## config.mk

```make
export PLATFORM = sky130hd
export DESIGN_NAME = fp32_add_arbiter
export DESIGN_NICKNAME = d
export VERILOG_FILES = /design/src/rtl/fp32_add_arbiter.sv
export SDC_FILE = /design/constraint.sdc
export NUM_CORES = 1
export LEC_CHECK = 0
export CORE_AREA = 2 2 154 156
export DETAILED_ROUTE_END_ITERATION = 8
export DIE_AREA = 0 0 156 158
export SYNTH_ARGS = -nofsm -noshare
export SYNTH_HDL_FRONTEND = slang
export SYNTH_SLANG_ARGS = --single-unit
```

## constraint.sdc

```tcl
create_clock -name clk -period 2.9 [get_ports clk]
set_clock_uncertainty 0.15 [all_clocks]
set_input_delay 0.58 -clock clk [delete_from_list [all_inputs] [get_ports clk]]
set_output_delay 0.58 -clock clk [all_outputs]
set_load 0.02 [all_outputs]
```

## src/rtl/fp32_add_arbiter.sv

```systemverilog
// Round-robin front end that shares one 5-stage FP32 adder among NUM_REQ requesters.
// Optional counters: define FP32_ARB_STATS_EN to add stats_clr, issue_cnt and stall_cnt.
module fp32_add_arbiter #(
  parameter int NUM_REQ = 4,
  parameter int ID_W    = 2,
  parameter int LATENCY = 5
) (
  input  logic                   clk,
  input  logic                   rst_n,
  input  logic [NUM_REQ-1:0]     req_valid,
  output logic [NUM_REQ-1:0]     req_ready,
  input  logic [32*NUM_REQ-1:0]  req_x1,
  input  logic [32*NUM_REQ-1:0]  req_x2,
  output logic                   rsp_valid,
  input  logic                   rsp_ready,
  output logic [ID_W-1:0]        rsp_id,
  output logic [31:0]            rsp_data,
  output logic                   adder_en,
  output logic [31:0]            adder_x1,
  output logic [31:0]            adder_x2,
  input  logic [31:0]            adder_y,
  output logic                   busy
`ifdef FP32_ARB_STATS_EN
  ,
  input  logic                   stats_clr,
  output logic [31:0]            issue_cnt,
  output logic [31:0]            stall_cnt
`endif
);

  logic [ID_W-1:0]    rr_ptr;
  logic               stall;
  logic               any_req;
  logic               hi_found;
  logic [ID_W-1:0]    hi_idx;
  logic [ID_W-1:0]    lo_idx;
  logic [ID_W-1:0]    grant_idx;
  logic               grant_valid;
  logic [LATENCY-1:0] tag_valid;
  logic [ID_W-1:0]    tag_id [LATENCY];

  assign stall    = rsp_valid & ~rsp_ready;
  assign adder_en = ~stall;

  // Downward scan leaves the lowest requester at or above rr_ptr in hi_idx,
  // and the lowest requester overall in lo_idx for the wrap-around case.
  always_comb begin
    any_req  = 1'b0;
    hi_found = 1'b0;
    hi_idx   = '0;
    lo_idx   = '0;
    for (int i = NUM_REQ - 1; i >= 0; i--) begin
      if (req_valid[i]) begin
        any_req = 1'b1;
        lo_idx  = ID_W'(i);
        if (ID_W'(i) >= rr_ptr) begin
          hi_found = 1'b1;
          hi_idx   = ID_W'(i);
        end
      end
    end
  end

  assign grant_idx   = hi_found ? hi_idx : lo_idx;
  assign grant_valid = any_req & ~stall & rst_n;

  always_comb begin
    req_ready = '0;
    adder_x1  = '0;
    adder_x2  = '0;
    for (int i = 0; i < NUM_REQ; i++) begin
      if (grant_valid && (grant_idx == ID_W'(i))) begin
        req_ready[i] = 1'b1;
        adder_x1     = req_x1[32*i +: 32];
        adder_x2     = req_x2[32*i +: 32];
      end
    end
  end

  always_ff @(posedge clk or negedge rst_n) begin
    if (!rst_n) begin
      rr_ptr <= '0;
    end else if (grant_valid) begin
      rr_ptr <= (grant_idx == ID_W'(NUM_REQ - 1)) ? '0 : grant_idx + 1'b1;
    end
  end

  // Tags shift in lockstep with the adder stages so the tail tag describes adder_y.
  always_ff @(posedge clk or negedge rst_n) begin
    if (!rst_n) begin
      tag_valid <= '0;
      for (int k = 0; k < LATENCY; k++) begin
        tag_id[k] <= '0;
      end
    end else if (adder_en) begin
      tag_valid <= {tag_valid[LATENCY-2:0], grant_valid};
      tag_id[0] <= grant_idx;
      for (int k = 1; k < LATENCY; k++) begin
        tag_id[k] <= tag_id[k-1];
      end
    end
  end

  assign rsp_valid = tag_valid[LATENCY-1];
  assign rsp_id    = tag_id[LATENCY-1];
  assign rsp_data  = adder_y;
  assign busy      = |tag_valid;

`ifdef FP32_ARB_STATS_EN
  always_ff @(posedge clk or negedge rst_n) begin
    if (!rst_n) begin
      issue_cnt <= '0;
      stall_cnt <= '0;
    end else if (stats_clr) begin
      issue_cnt <= '0;
      stall_cnt <= '0;
    end else begin
      if (grant_valid && (issue_cnt != '1)) begin
        issue_cnt <= issue_cnt + 32'd1;
      end
      if (stall && (stall_cnt != '1)) begin
        stall_cnt <= stall_cnt + 32'd1;
      end
    end
  end
`endif

endmodule

```

==> metrics.cfg <==
[sta]
post-route-period-util=1.12
setup_slack_ns=-0.352
slew_headroom=0.785
tightest_slew_ns=0.319
setup-violations-final=65
fmax_ghz=0.308
rsz0062_at_grt=yes
finalHoldViolCount=0
slew_viol_final=0
period_needed_ns=3.25

[pwr]
powerDensity_nw_per_um2=726
pwr-share-seq=0.072
ir_drop_mv=0.277
switching_share=0.464
cellLeakagePower_nw=3.67
p_int_mw=3.27
p_sw_mw=2.83
power_mw=6.09
power_frac_comb=0.884
p_clk_frac=0.044

[routing]
wl_per_cell_um=20.2
routed_wirelength_um=22400
drtPass1Iterations=4
vias_per_cell=4.70
postRouteAntennaNets=0
routed-via-count=5198
drt_iter0_drc=263
drc=0

[cells_and_area]
area_growth_pct=139
drive_gt1_frac=0.354
fin_area_um2=8390
nNetsFinal=1116
nFillCells=2362
instances_no_fill=1107

[global_routing]
grt_pass1_wl_um=30900
grt_pass1_vias=5261
grt_overflow=0
grt_max_degree=38
grtUsageTotal=0.161
antenna_found_initial=1

[placed_design]
dp_hpwl_um=15200
place_congestion=0.765
dpl.cell_count=1073
io_buffers=335
dpl_cell_area_um2=7710

[synth]
ys_warn_count=0
synth_nets=805
ys_top_cells_by_area=and3b_1, o221ai_1, a21o_1
synth_ff_type=dfrtp_1
async_flop_share=1.00
synth.most_common_cell=nand2_1
synth_cells=506
ys_ff_latch=17
syn-mean-instance-area_um2=6.95
synth_top_cell_by_area=and3b_1
ys_top_cells_by_count=nand2_1, a21oi_1, a21o_1, and3b_1, o221ai_1
synth_top_area_frac=0.159
synth_edf_count=0
ys_seq_area_frac=0.121
syn-cell-area_um2=3510
ys_types=32

[floorplan]
die_h_um=158
rows=56
dieArea_um2=24600
io_pins=400
start_util=0.152
coreArea_um2=23100
die_w_um=156

[cts]
h-tree-depth=1
clkLatencyLatePin_ns=0.25
clk_pin_slew_worst_paths_ns=0.05
clock-sinks=17
cts_tree=built
cts_buffers=3
cts_max_path_buffers=2
cts_root_buffer=clkbuf_16

[critical_path]
worstSetupPathType=register to output port
worst_ep_arrival_time_ns=2.52
worstPathRequired_ns=2.17
start_kind=register
crit_fanout=7
cp_cell_sequence=mux2i_1 -> a32o_2 -> or2_4 -> buf_6 -> ha_4 -> buf_12 -> buf_16 -> and3b_1 -> o221ai_2 -> a21oi_2 -> buf_4
cp-end-kind=output port
regToRegSetupSlack_ns=1.11
slowest_stage=dfrtp_2
max_stage_delay_ns=0.45

[status]
status=complete, but fails checks
violations=setup timing

[hold_path]
hp-class=register to register

[flow_run]
drv_cap=0

## final cells by class
cell class / instances / area (µm²) / share of cell area
Inverter: 6 / 37.5 / 0.00447
Multi-Input combinational cell: 390 / 3320 / 0.395
Timing Repair Buffer: 399 / 4160 / 0.496
Clock buffer: 4 / 78.8 / 0.00939
Tap cell: 290 / 363 / 0.0432
Antenna cell: 1 / 2.50 / 0.000298
Sequential cell: 17 / 428 / 0.0510
## critical path, delay by kind of cell, from the launching register on
kind / cells / cell delay, ns
flip-flops: 1 / 0.45
buffers and inverters: 4 / 0.56
adder cells (fa/ha/maj): 1 / 0.20
multiplexers: 1 / 0.15
AO/OA/AOI/OAI: 3 / 0.50
AND/OR/NAND/NOR: 2 / 0.42
## routing by layer
metal	track usage	up-vias	wire [µm]
li1	-	2468	-
met1	0.202	2466	9350
met2	0.295	247	11200
met3	0.0287	17	1660
met4	0.0188	0	176
met5	0	-	0
## power by group through the flow
stage / combinational (mW) / sequential [mW] / clock (mW)
2_1_floorplan: 2.94 / 0.420 / 0
3_3_place_gp: 4.59 / 0.429 / 0
3_5_place_dp: 4.58 / 0.433 / 0
4_1_cts: 5.18 / 0.441 / 0.277
5_1_grt: 5.79 / 0.460 / 0.285
6_report: 5.38 / 0.441 / 0.269
## state kept, by name, indices dropped and copies added, names as in the netlist
signal / count
tag_id: 8
tag_valid: 5
rr_ptr: 2
rsp_id: 2
## final timing paths
path                           endpoint  cells after the start      start
min                           tag_id[2]                      2  tag_id[2]
min in group asynchronous     tag_id[4]                      2      rst_n
max in group asynchronous     rr_ptr[1]                      2      rst_n
max                        adder_x2[14]                     11  rr_ptr[1]
max reg2reg                   rr_ptr[1]                      6  rr_ptr[1]
min reg2reg                   tag_id[2]                      2  tag_id[2]
## kinds of logic (layout without fill, tap and decap cells)
| family | after synthesis | after routing | synth area share |
|---|---|---|---|
| AOI/OAI and AO/OA | 200 | 200 | 0.405 |
| and+or+nand+nor | 184 | 184 | 0.300 |
| buffers and inverters | 99 | 409 | 0.154 |
| DFF | 17 | 17 | 0.121 |
| adders and majority gates | 4 | 4 | 0.0142 |
| muxes | 2 | 2 | 0.00605 |
| other | 0 | 1 | 0 |
## cells in the final DEF (no fill, tap or decap), types with 3 or more instances in the layout
| cell | synthesis | layout |
|---|---|---|
| a21o_1 | 64 | 64 |
| buf_8 | 0 | 3 |
| buf_12 | 0 | 17 |
| clkdlybuf4s50_1 | 0 | 263 |
| nor2_1 | 6 | 5 |
| buf_2 | 9 | 32 |
| o221ai_2 | 0 | 62 |
| nand2_1 | 102 | 102 |
| ha_4 | 0 | 4 |
| buf_6 | 1 | 20 |
| dfrtp_1 | 17 | 15 |
| a21oi_2 | 0 | 62 |
| clkbuf_16 | 0 | 7 |
| buf_4 | 40 | 49 |
| a21oi_1 | 66 | 3 |
| buf_16 | 0 | 9 |
| and3b_1 | 64 | 63 |
| inv_1 | 5 | 3 |
## stage by stage
| stage | hold slack, ns | TNS (ns) | setup slack, ns | util |
|---|---|---|---|---|
| global route | 0.348 | -27.32 | -0.471 | 0.364 |
| global placement | 0.302 | -75.97 | -1.22 | 0.335 |
| finish | 0.317 | -20.15 | -0.352 | 0.364 |
| floorplan | 0.134 | -0.0224 | -0.00559 | - |
| CTS | 0.321 | -18.59 | -0.345 | 0.355 |
| detailed placement | 0.305 | -78.71 | -1.28 | 0.335 |
## repair_timing
item	4_1_cts	5_1_grt
setup endpoints to repair	68	68
setup buffers	11	2
gates cloned	10	7
hold buffers	0	0
pin swaps	45	11
resized for setup	386	17
Note: power is estimated with default switching activity, not from simulation.
